## src/rtl/caeser_pkg.sv

```systemverilog
// +-----------------------------------------------------------------------+
// | caeser_pkg : state encodings, default widths and key helper shared     |
// |              by the Caesar encryptor and decryptor.  Rev 1.0           |
// +-----------------------------------------------------------------------+
`default_nettype none

package caeser_pkg;

    localparam int unsigned c_d_width   = 8;
    localparam int unsigned c_key_width = 16;

    typedef enum logic [1:0] {
        IDLE  = 2'd0,
        RUN   = 2'd1,
        DRAIN = 2'd2
    } state_e;

    // Plain truncation: the decryptor subtracts the same low bits, so no mod-26.
    function automatic logic [c_d_width-1:0] key_trunc(input logic [c_key_width-1:0] key_full);
        return key_full[c_d_width-1:0];
    endfunction

endpackage

`default_nettype wire

```

## src/rtl/caeser_fifo.sv

```systemverilog
// +-----------------------------------------------------------------------+
// | caeser_fifo : synchronous FIFO with occupancy count, power-of-2 depth. |
// | Rev 1.0                                                                |
// +-----------------------------------------------------------------------+
`default_nettype none

module caeser_fifo #(
    parameter int unsigned WIDTH = 9,
    parameter int unsigned DEPTH = 8
) (
    input  logic                       clk,
    input  logic                       reset_n,
    input  logic                       push,
    input  logic                       pop,
    input  logic [WIDTH-1:0]           wr_data,
    output logic [WIDTH-1:0]           rd_data,
    output logic                       full,
    output logic                       empty,
    output logic [$clog2(DEPTH):0]     count
);

    localparam int unsigned c_ptr_w = $clog2(DEPTH);

    logic [WIDTH-1:0]   mem_q [DEPTH];
    logic [WIDTH-1:0]   mem_d [DEPTH];
    logic [c_ptr_w-1:0] wr_ptr_q, wr_ptr_d;
    logic [c_ptr_w-1:0] rd_ptr_q, rd_ptr_d;
    logic [c_ptr_w:0]   count_q, count_d;
    logic               w_do_push;
    logic               w_do_pop;

    assign full      = (count_q == (c_ptr_w+1)'(DEPTH));
    assign empty     = (count_q == '0);
    assign count     = count_q;
    assign rd_data   = mem_q[rd_ptr_q];
    assign w_do_push = push && !full;
    assign w_do_pop  = pop && !empty;

    always_comb begin
        mem_d    = mem_q;
        wr_ptr_d = wr_ptr_q;
        rd_ptr_d = rd_ptr_q;
        count_d  = count_q;
        if (w_do_push) begin
            mem_d[wr_ptr_q] = wr_data;
            wr_ptr_d        = wr_ptr_q + c_ptr_w'(1);
        end
        if (w_do_pop) begin
            rd_ptr_d = rd_ptr_q + c_ptr_w'(1);
        end
        if (w_do_push && !w_do_pop) begin
            count_d = count_q + (c_ptr_w+1)'(1);
        end else if (w_do_pop && !w_do_push) begin
            count_d = count_q - (c_ptr_w+1)'(1);
        end
    end

    always_ff @(posedge clk or negedge reset_n) begin
        if (!reset_n) begin
            for (int i = 0; i < int'(DEPTH); i++) begin
                mem_q[i] <= '0;
            end
            wr_ptr_q <= '0;
            rd_ptr_q <= '0;
            count_q  <= '0;
        end else begin
            mem_q    <= mem_d;
            wr_ptr_q <= wr_ptr_d;
            rd_ptr_q <= rd_ptr_d;
            count_q  <= count_d;
        end
    end

endmodule

`default_nettype wire

```

## src/rtl/caeser_enc.sv

```systemverilog
// +-----------------------------------------------------------------------+
// | caeser_enc : Caesar encryptor; keyed add at push time, FIFO-buffered   |
// |              valid-qualified ciphertext stream.  Rev 1.0               |
// +-----------------------------------------------------------------------+
`default_nettype none

module caeser_enc
    import caeser_pkg::*;
#(
    parameter int unsigned D_WIDTH   = c_d_width,
    parameter int unsigned KEY_WIDTH = c_key_width,
    parameter int unsigned DEPTH     = 8
) (
    input  logic                 clk,
    input  logic                 reset_n,
    input  logic [KEY_WIDTH-1:0] key,
    input  logic                 key_load,
    input  logic [D_WIDTH-1:0]   data_in,
    input  logic                 valid_in,
    input  logic                 eom_in,
    output logic                 ready_in,
    input  logic                 out_hold,
    output logic [D_WIDTH-1:0]   data_e,
    output logic                 valid_e,
    output logic                 eom_out,
    output logic                 busy
);

    state_e               state_q, state_d;
    logic [D_WIDTH-1:0]   key_q, key_d;
    logic [D_WIDTH-1:0]   data_e_q, data_e_d;
    logic                 valid_e_q, valid_e_d;
    logic                 eom_out_q, eom_out_d;

    logic [D_WIDTH-1:0]   w_key_trunc;
    logic [D_WIDTH-1:0]   w_enc;
    logic [D_WIDTH:0]     w_head;
    logic                 w_full;
    logic                 w_empty;
    logic [$clog2(DEPTH):0] w_count;
    logic                 w_push;
    logic                 w_pop;

    generate
        if (D_WIDTH == c_d_width && KEY_WIDTH == c_key_width) begin : g_key_pkg
            assign w_key_trunc = key_trunc(key);
        end else begin : g_key_slice
            assign w_key_trunc = key[D_WIDTH-1:0];
        end
    endgenerate

    assign w_enc    = data_in + key_q;
    assign ready_in = (state_q == RUN) && !w_full;
    assign w_push   = valid_in && ready_in;
    assign w_pop    = !w_empty && !out_hold;

    caeser_fifo #(
        .WIDTH (D_WIDTH + 1),
        .DEPTH (DEPTH)
    ) u_fifo (
        .clk     (clk),
        .reset_n (reset_n),
        .push    (w_push),
        .pop     (w_pop),
        .wr_data ({eom_in, w_enc}),
        .rd_data (w_head),
        .full    (w_full),
        .empty   (w_empty),
        .count   (w_count)
    );

    always_comb begin
        state_d   = state_q;
        key_d     = key_q;
        valid_e_d = 1'b0;
        data_e_d  = '0;
        eom_out_d = 1'b0;

        if (w_pop) begin
            valid_e_d = 1'b1;
            data_e_d  = w_head[D_WIDTH-1:0];
            eom_out_d = w_head[D_WIDTH];
        end

        case (state_q)
            IDLE: begin
                if (key_load) begin
                    key_d   = w_key_trunc;
                    state_d = RUN;
                end
            end
            RUN: begin
                if (w_push && eom_in) begin
                    state_d = DRAIN;
                end
            end
            DRAIN: begin
                // The eom entry is the last one pushed, so it is on the output now.
                if (w_count == '0 && valid_e_q && eom_out_q) begin
                    state_d = IDLE;
                end
            end
            default: state_d = IDLE;
        endcase
    end

    always_ff @(posedge clk or negedge reset_n) begin
        if (!reset_n) begin
            state_q   <= IDLE;
            key_q     <= '0;
            data_e_q  <= '0;
            valid_e_q <= 1'b0;
            eom_out_q <= 1'b0;
        end else begin
            state_q   <= state_d;
            key_q     <= key_d;
            data_e_q  <= data_e_d;
            valid_e_q <= valid_e_d;
            eom_out_q <= eom_out_d;
        end
    end

    assign data_e  = data_e_q;
    assign valid_e = valid_e_q;
    assign eom_out = eom_out_q;
    assign busy    = (state_q != IDLE);

endmodule

`default_nettype wire

```

## config.mk

```make
export PLATFORM = sky130hd
export DESIGN_NAME = caeser_enc
export DESIGN_NICKNAME = d
export VERILOG_FILES = /design/src/rtl/caeser_pkg.sv /design/src/rtl/caeser_fifo.sv /design/src/rtl/caeser_enc.sv
export SDC_FILE = /design/constraint.sdc
export NUM_CORES = 1
export LEC_CHECK = 0
export BUFFER_PORTS_ARGS = -buffer_cell sky130_fd_sc_hd__buf_4
export CAP_MARGIN = 20
export CORE_MARGIN = 4
export CORE_UTILIZATION = 60
export CTS_BUF_LIST = sky130_fd_sc_hd__clkbuf_8
export DETAILED_ROUTE_END_ITERATION = 8
export PLACE_DENSITY = 0.83
export REMOVE_ABC_BUFFERS = 1
export SYNTH_ARGS = -nofsm -noshare
export SYNTH_HDL_FRONTEND = slang
export SYNTH_SLANG_ARGS = --single-unit
```

## constraint.sdc

```tcl
create_clock -name clk -period 6.5 [get_ports clk]
set_clock_uncertainty 0.05 [all_clocks]
set_input_delay 0.65 -clock clk [delete_from_list [all_inputs] [get_ports clk]]
set_output_delay 0.65 -clock clk [all_outputs]
set_load 0.02 [all_outputs]
```

# Yosys cells after proc, flatten, opt, wreduce, memory -nomap -nowiden
# Cells that the tools add are included.
# totals
regBits,102
in_bits,30
out_inout_bits,12
word_cells,69
# op_classes
magnitude_cmp,3
n_reduce_logical,22
muxes,15
add_sub_neg,5
n_eq_ne,6
bitwise_logic,2
# op_table
cell,n
$bwmux 72,1
$bmux 9 s3,1
$demux 9 s3,1
$mux 9,3
$logic_and 1x1->1,11
$add 8x8->8,1
$ge 4x4->1 const B,2
$mux 4,2
$mux 8,1
$not 3->4,2
$add 3x1->3 const B,2
$mux 2,3
$pmux 2 s3,1
$logic_not 1->1,5
$add 4x1->4 const B,1
$eq 4x4->1 const B,1
$logic_not 4->1,1
$lt 4x1->1 const B,1
$ne 2x2->1 const B,2
$reduce_bool 2->1,2
$sub 4x1->4 const B,1
$reduce_and 3->1,1
$eq 2x1->1 const B,1
$eq 2x2->1 const B,1
other kinds (4),5

# Logic depth before layout (Yosys ltp)
# depth
ltp_word,9
ltp_mapped,11
ltp_nobuf,9

# By module
# A second synthesis with hierarchy kept.
# unflattened
hier_cells,333
area_unflattened_um2,4939.7
# by_module_without_submodules
mod,seq_area_each_um2,cells_per_inst,area_per_inst_um2,n_inst
caeser_fifo,2052.0,243,3913.8,1
caeser_enc,500.5,90,1026.0,1

# Worst setup path before layout
# Ideal clock, no wire load.
# synth_timing
path_type,register to register
from,register u_fifo.count_q[0] (netlist: u_fifo.count[0])
to,register u_fifo.count_q[3] (netlist: u_fifo.count[3])
path_stages_with_launch,12
n_path_buf,2
path_slack_ps,3664
t_arrival_ps,2706
setup_ps,80
path_cell_list,dfrtp_1 or4b_1 buf_6 and3_2 clkbuf_1 ha_1 inv_1 ha_1 a21o_2 a21oi_1 mux2i_1 xnor2_1
# synth_via
elab_chain_cells,8
# synth_rtl
element,line_no,source
start: declaration,caeser_fifo.sv:28,"logic [c_ptr_w:0] count_q, count_d;"
start signal: assignment,caeser_fifo.sv:70,count_q <= count_d;
$eq 4x4->1 (*),caeser_fifo.sv:32,assign full = (count_q == (c_ptr_w+1)'(DEPTH));
$logic_not 1->1 (*),"caeser_fifo.sv:36, caeser_enc.sv:53",
$logic_and 1x1->1,caeser_enc.sv:53,assign ready_in = (state_q == RUN) && !w_full;
$logic_and 1x1->1,caeser_enc.sv:54,assign w_push = valid_in && ready_in;
$logic_and 1x1->1 (*),caeser_fifo.sv:36,assign w_do_push = push && !full;
via u_fifo.w_do_push,caeser_fifo.sv:29,logic w_do_push;
$logic_not 1->1,caeser_fifo.sv:53,end else if (w_do_pop && !w_do_push) begin
$logic_and 1x1->1,caeser_fifo.sv:53,
$reduce_bool 2->1 (no source line),--,
# The timed path passes the listed nets; every way through them passes the cells marked *. The select of a mux whose other input is x is not followed.
# A chain may end at the register's enable or synchronous reset.

# Worst setup path in the final report
# layout_timing
from,register u_fifo.count_q[0] (netlist: u_fifo.count[0])
to,register u_fifo.count_q[3] (netlist: u_fifo.count[3])
# layout_via
elab_chain_cells,8
# layout_rtl
element,line_no
$eq 4x4->1,caeser_fifo.sv:32
$logic_not 1->1,"caeser_fifo.sv:36, caeser_enc.sv:53"
$logic_and 1x1->1,caeser_enc.sv:53
$logic_and 1x1->1,caeser_enc.sv:54
$logic_and 1x1->1,caeser_fifo.sv:36
$logic_not 1->1,caeser_fifo.sv:53
$logic_and 1x1->1,caeser_fifo.sv:53
$reduce_bool 2->1 (no source line),--
# Several ways; a longest one is shown, not always the timed one. The select of a mux whose other input is x is not followed.

==> run summary <==
gr usage total = 20.8%
CTS H-tree lvls = 3
FP Rows = 32
WL met2 = 4.63 mm
die area = 0.00972 mm²
Top Ports = 42
top cells by area, synth = dfrtp_1 52%, mux4_2 8.2%, mux2_2 5.7%, mux2_4 5.5%, mux2_1 4.8%
max_cap viols = 0
slew of the pin with the lowest slew margin = 0.946 ns
Setup TNS = 0 ns
status = completed
Nets = 428
post-route antenna net violation count = 0
DR pass1 iterations = 4
CP Class = flop to flop
CP Capture Type = flop
Post-CTS Setup Bufs = 0
highest-delay cell along the critical path = or4b_1
Fin. Hold Viols = 0
commonest non-fill, non-tap cell in the layout = dfrtp_1
final period utilization = 47.2%
power per cell area = 520 mW/mm²
PostCTS Resize Cnt = 0
DR WL met3 = 625 µm
clock slew at reported path FFs = 0.09 ns
Worst Path Arrival = 3.30 ns
total grt overflow = 0
critical path startpoint category = flop
post-route minimum period = 3.07 ns
CTS tree = done
R2R depth = 9
WP data required = 6.72 ns
die height = 98.6 µm
DP Wirelength = 6.43 mm
TritonCTS buffer count = 9
routed length per placed instance = 19.1 µm
layout cell share with drive strength beyond 1 = 32.6%
cell area after placement = 0.00523 mm²
worst vdd ir = 0.000277 V
Seq/Total Area, Yosys = 51.9%
Seq cells post-synth = 102
fraction of registers with async set or reset after synthesis = 100%
Final setup viols = 0
Clock Sinks = 102
vias per inst = 5.90
mapped cell area = 0.00492 mm²
count of cell types in the netlist = 48
hold_buf cts = 0
Leak = 2.53 nW
Area Growth Syn to Fin = 11.7%
Post-synth EDFFs = 0
largest net degree at the start of global routing = 59
DRC = 0
r2r startpoint = u_fifo.count[0]$_DFFE_PN0P_
Fillers = 564
vias = 2,898
design area = 0.00550 mm²
post-synthesis cell count = 351
Critical Path Start = u_fifo.count[0]$_DFFE_PN0P_
most frequent cells in the layout = 102 x dfrtp_1, 35 x buf_4, 25 x mux2_2
RSZ-0062 raised after global routing = false
I/O Buffers = 33
fin. max-slew vios = 0
f_max = 0.326 GHz
crit-path max cell delay = 0.72 ns
CP Max Fanout = 7
DRT iter0 DRCs = 102
Mean Syn Cell Area = 14.0 µm²
Yosys top cell area share = 51.9%
initial antenna violation count = 0
clock buffer depth = 2
WL final = 9.36 mm
Reg area = 0.00255 mm²
Post-Route M1 WL = 3.94 mm
RePlAce Congestion = 0.853
Max-slew headroom = 36.5%
core area = 0.00785 mm²
most used cell, CP = ha_1
highest routing layer actually used = met4
CTS root buffer = clkbuf_8
worst min path class = input pin to async pin
Clock Latency Late Sink = 0.35 ns
Primary FF master, synth = dfrtp_1
die span in x = 98.6 µm
Yosys warning count = 0
Starting Density = 62.7%
Antenna Cells = 0
area of the multi-input gates = 0.00223 mm²
first-pass GRT wire length = 15.6 mm
CP cell instances = or4b_1, and3_2, ha_1, inv_1, ha_1, a21o_2, a21oi_1, mux2i_1, xnor2_1
Synth area leader = dfrtp_1
vias in the first global route = 3,072
==> through the flow <==
step,hold slack [ns],setup slack (ns),instances,utilization (%),total power [W]
after CTS,0.227,3.43,491,70.1,0.00288
after detailed placement,0.417,3.49,475,66.6,0.00236
after global placement,0.407,3.60,475,66.6,0.00228
after floorplan,0.304,3.74,338,-,0.00203
after global routing,0.253,3.25,491,70.1,0.00306
final,0.219,3.43,491,70.1,0.00286
==> cell type report <==
type | count | area share [%]
Clock buffer | 10 | 2.50
Clock inverter | 6 | 2.41
Inverter | 15 | 1.02
Multi-Input combinational cell | 221 | 40.6
Sequential cell | 102 | 46.4
Tap cell | 102 | 2.32
Timing Repair Buffer | 35 | 4.78
==> worst max-delay path: cells and delay by family, from the launching register on <==
| family | cells | cell delay (ns) |
|---|---|---|
| adder cells (fa/ha/maj) | 2 | 0.49 |
| multiplexers | 1 | 0.26 |
| AO/OA/AOI/OAI | 2 | 0.36 |
| XOR/XNOR | 1 | 0.15 |
| buffers and inverters | 1 | 0.15 |
| flip-flops | 1 | 0.47 |
| AND/OR/NAND/NOR | 2 | 1.06 |
==> path summary, 6_finish.rpt <==
kind,slack (ns),endpoint
worst max-delay path,3.43,u_fifo.count[3]$_DFFE_PN0P_
worst min-delay path,0.22,u_fifo.mem_q[45]$_DFFE_PN0P_
worst max register to register,3.43,u_fifo.count[3]$_DFFE_PN0P_
worst min register to register,0.44,u_fifo.mem_q[46]$_DFFE_PN0P_
max in group asynchronous,5.06,u_fifo.mem_q[13]$_DFFE_PN0P_
min in group clk,0.44,u_fifo.mem_q[46]$_DFFE_PN0P_
==> synthesized netlist by cell type, drive strengths merged, types with 5 or more instances <==
| master | instances |
|---|---|
| o21ai | 8 |
| mux4 | 18 |
| nand2 | 16 |
| nor2 | 22 |
| clkbuf | 5 |
| xnor2 | 8 |
| mux2 | 64 |
| nor2b | 9 |
| dfrtp | 102 |
| buf | 8 |
| a31oi | 8 |
| ha | 12 |
| inv | 15 |
| mux2i | 14 |
==> logic make-up (layout without fill, tap and decap cells) <==
group / Yosys count / after routing / share of synthesized area, %
flops: 102 / 102 / 51.9
simple gates: 69 / 69 / 8.29
compound gates: 31 / 31 / 4.12
buf+inv: 28 / 66 / 2.82
fa+ha+maj: 14 / 14 / 3.86
mux: 96 / 96 / 27.1
xor+xnor: 11 / 11 / 1.96
==> power by group <==
group | leakage [nW] | total (W) | internal [W] | switching (W)
sequential | 1.26 | 0.00115 | 0.000929 | 0.000218
combinational | 1.13 | 0.00120 | 0.000642 | 0.000562
clock | 0.138 | 0.000511 | 0.000305 | 0.000206
total | 2.53 | 0.00286 | 0.00188 | 0.000986
==> per-layer routing <==
| metal | GRT usage [%] | up-vias |
|---|---|---|
| met1 | 27.8 | 1447 |
| li1 | - | 1335 |
| met2 | 33.9 | 103 |
| met5 | 0 | - |
| met3 | 4.67 | 13 |
| met4 | 7.46 | 0 |
==> registers in the layout, indices dropped and copies added, names as in the netlist <==
| name | count |
|---|---|
| valid_e | 1 |
| u_fifo.rd_ptr_q | 3 |
| u_fifo.mem_q | 72 |
| key_q | 8 |
| eom_out | 1 |
| data_e | 8 |
| u_fifo.count | 4 |
| state_q | 2 |
| u_fifo.wr_ptr_q | 3 |
Note: power is estimated with default switching activity, not from simulation.
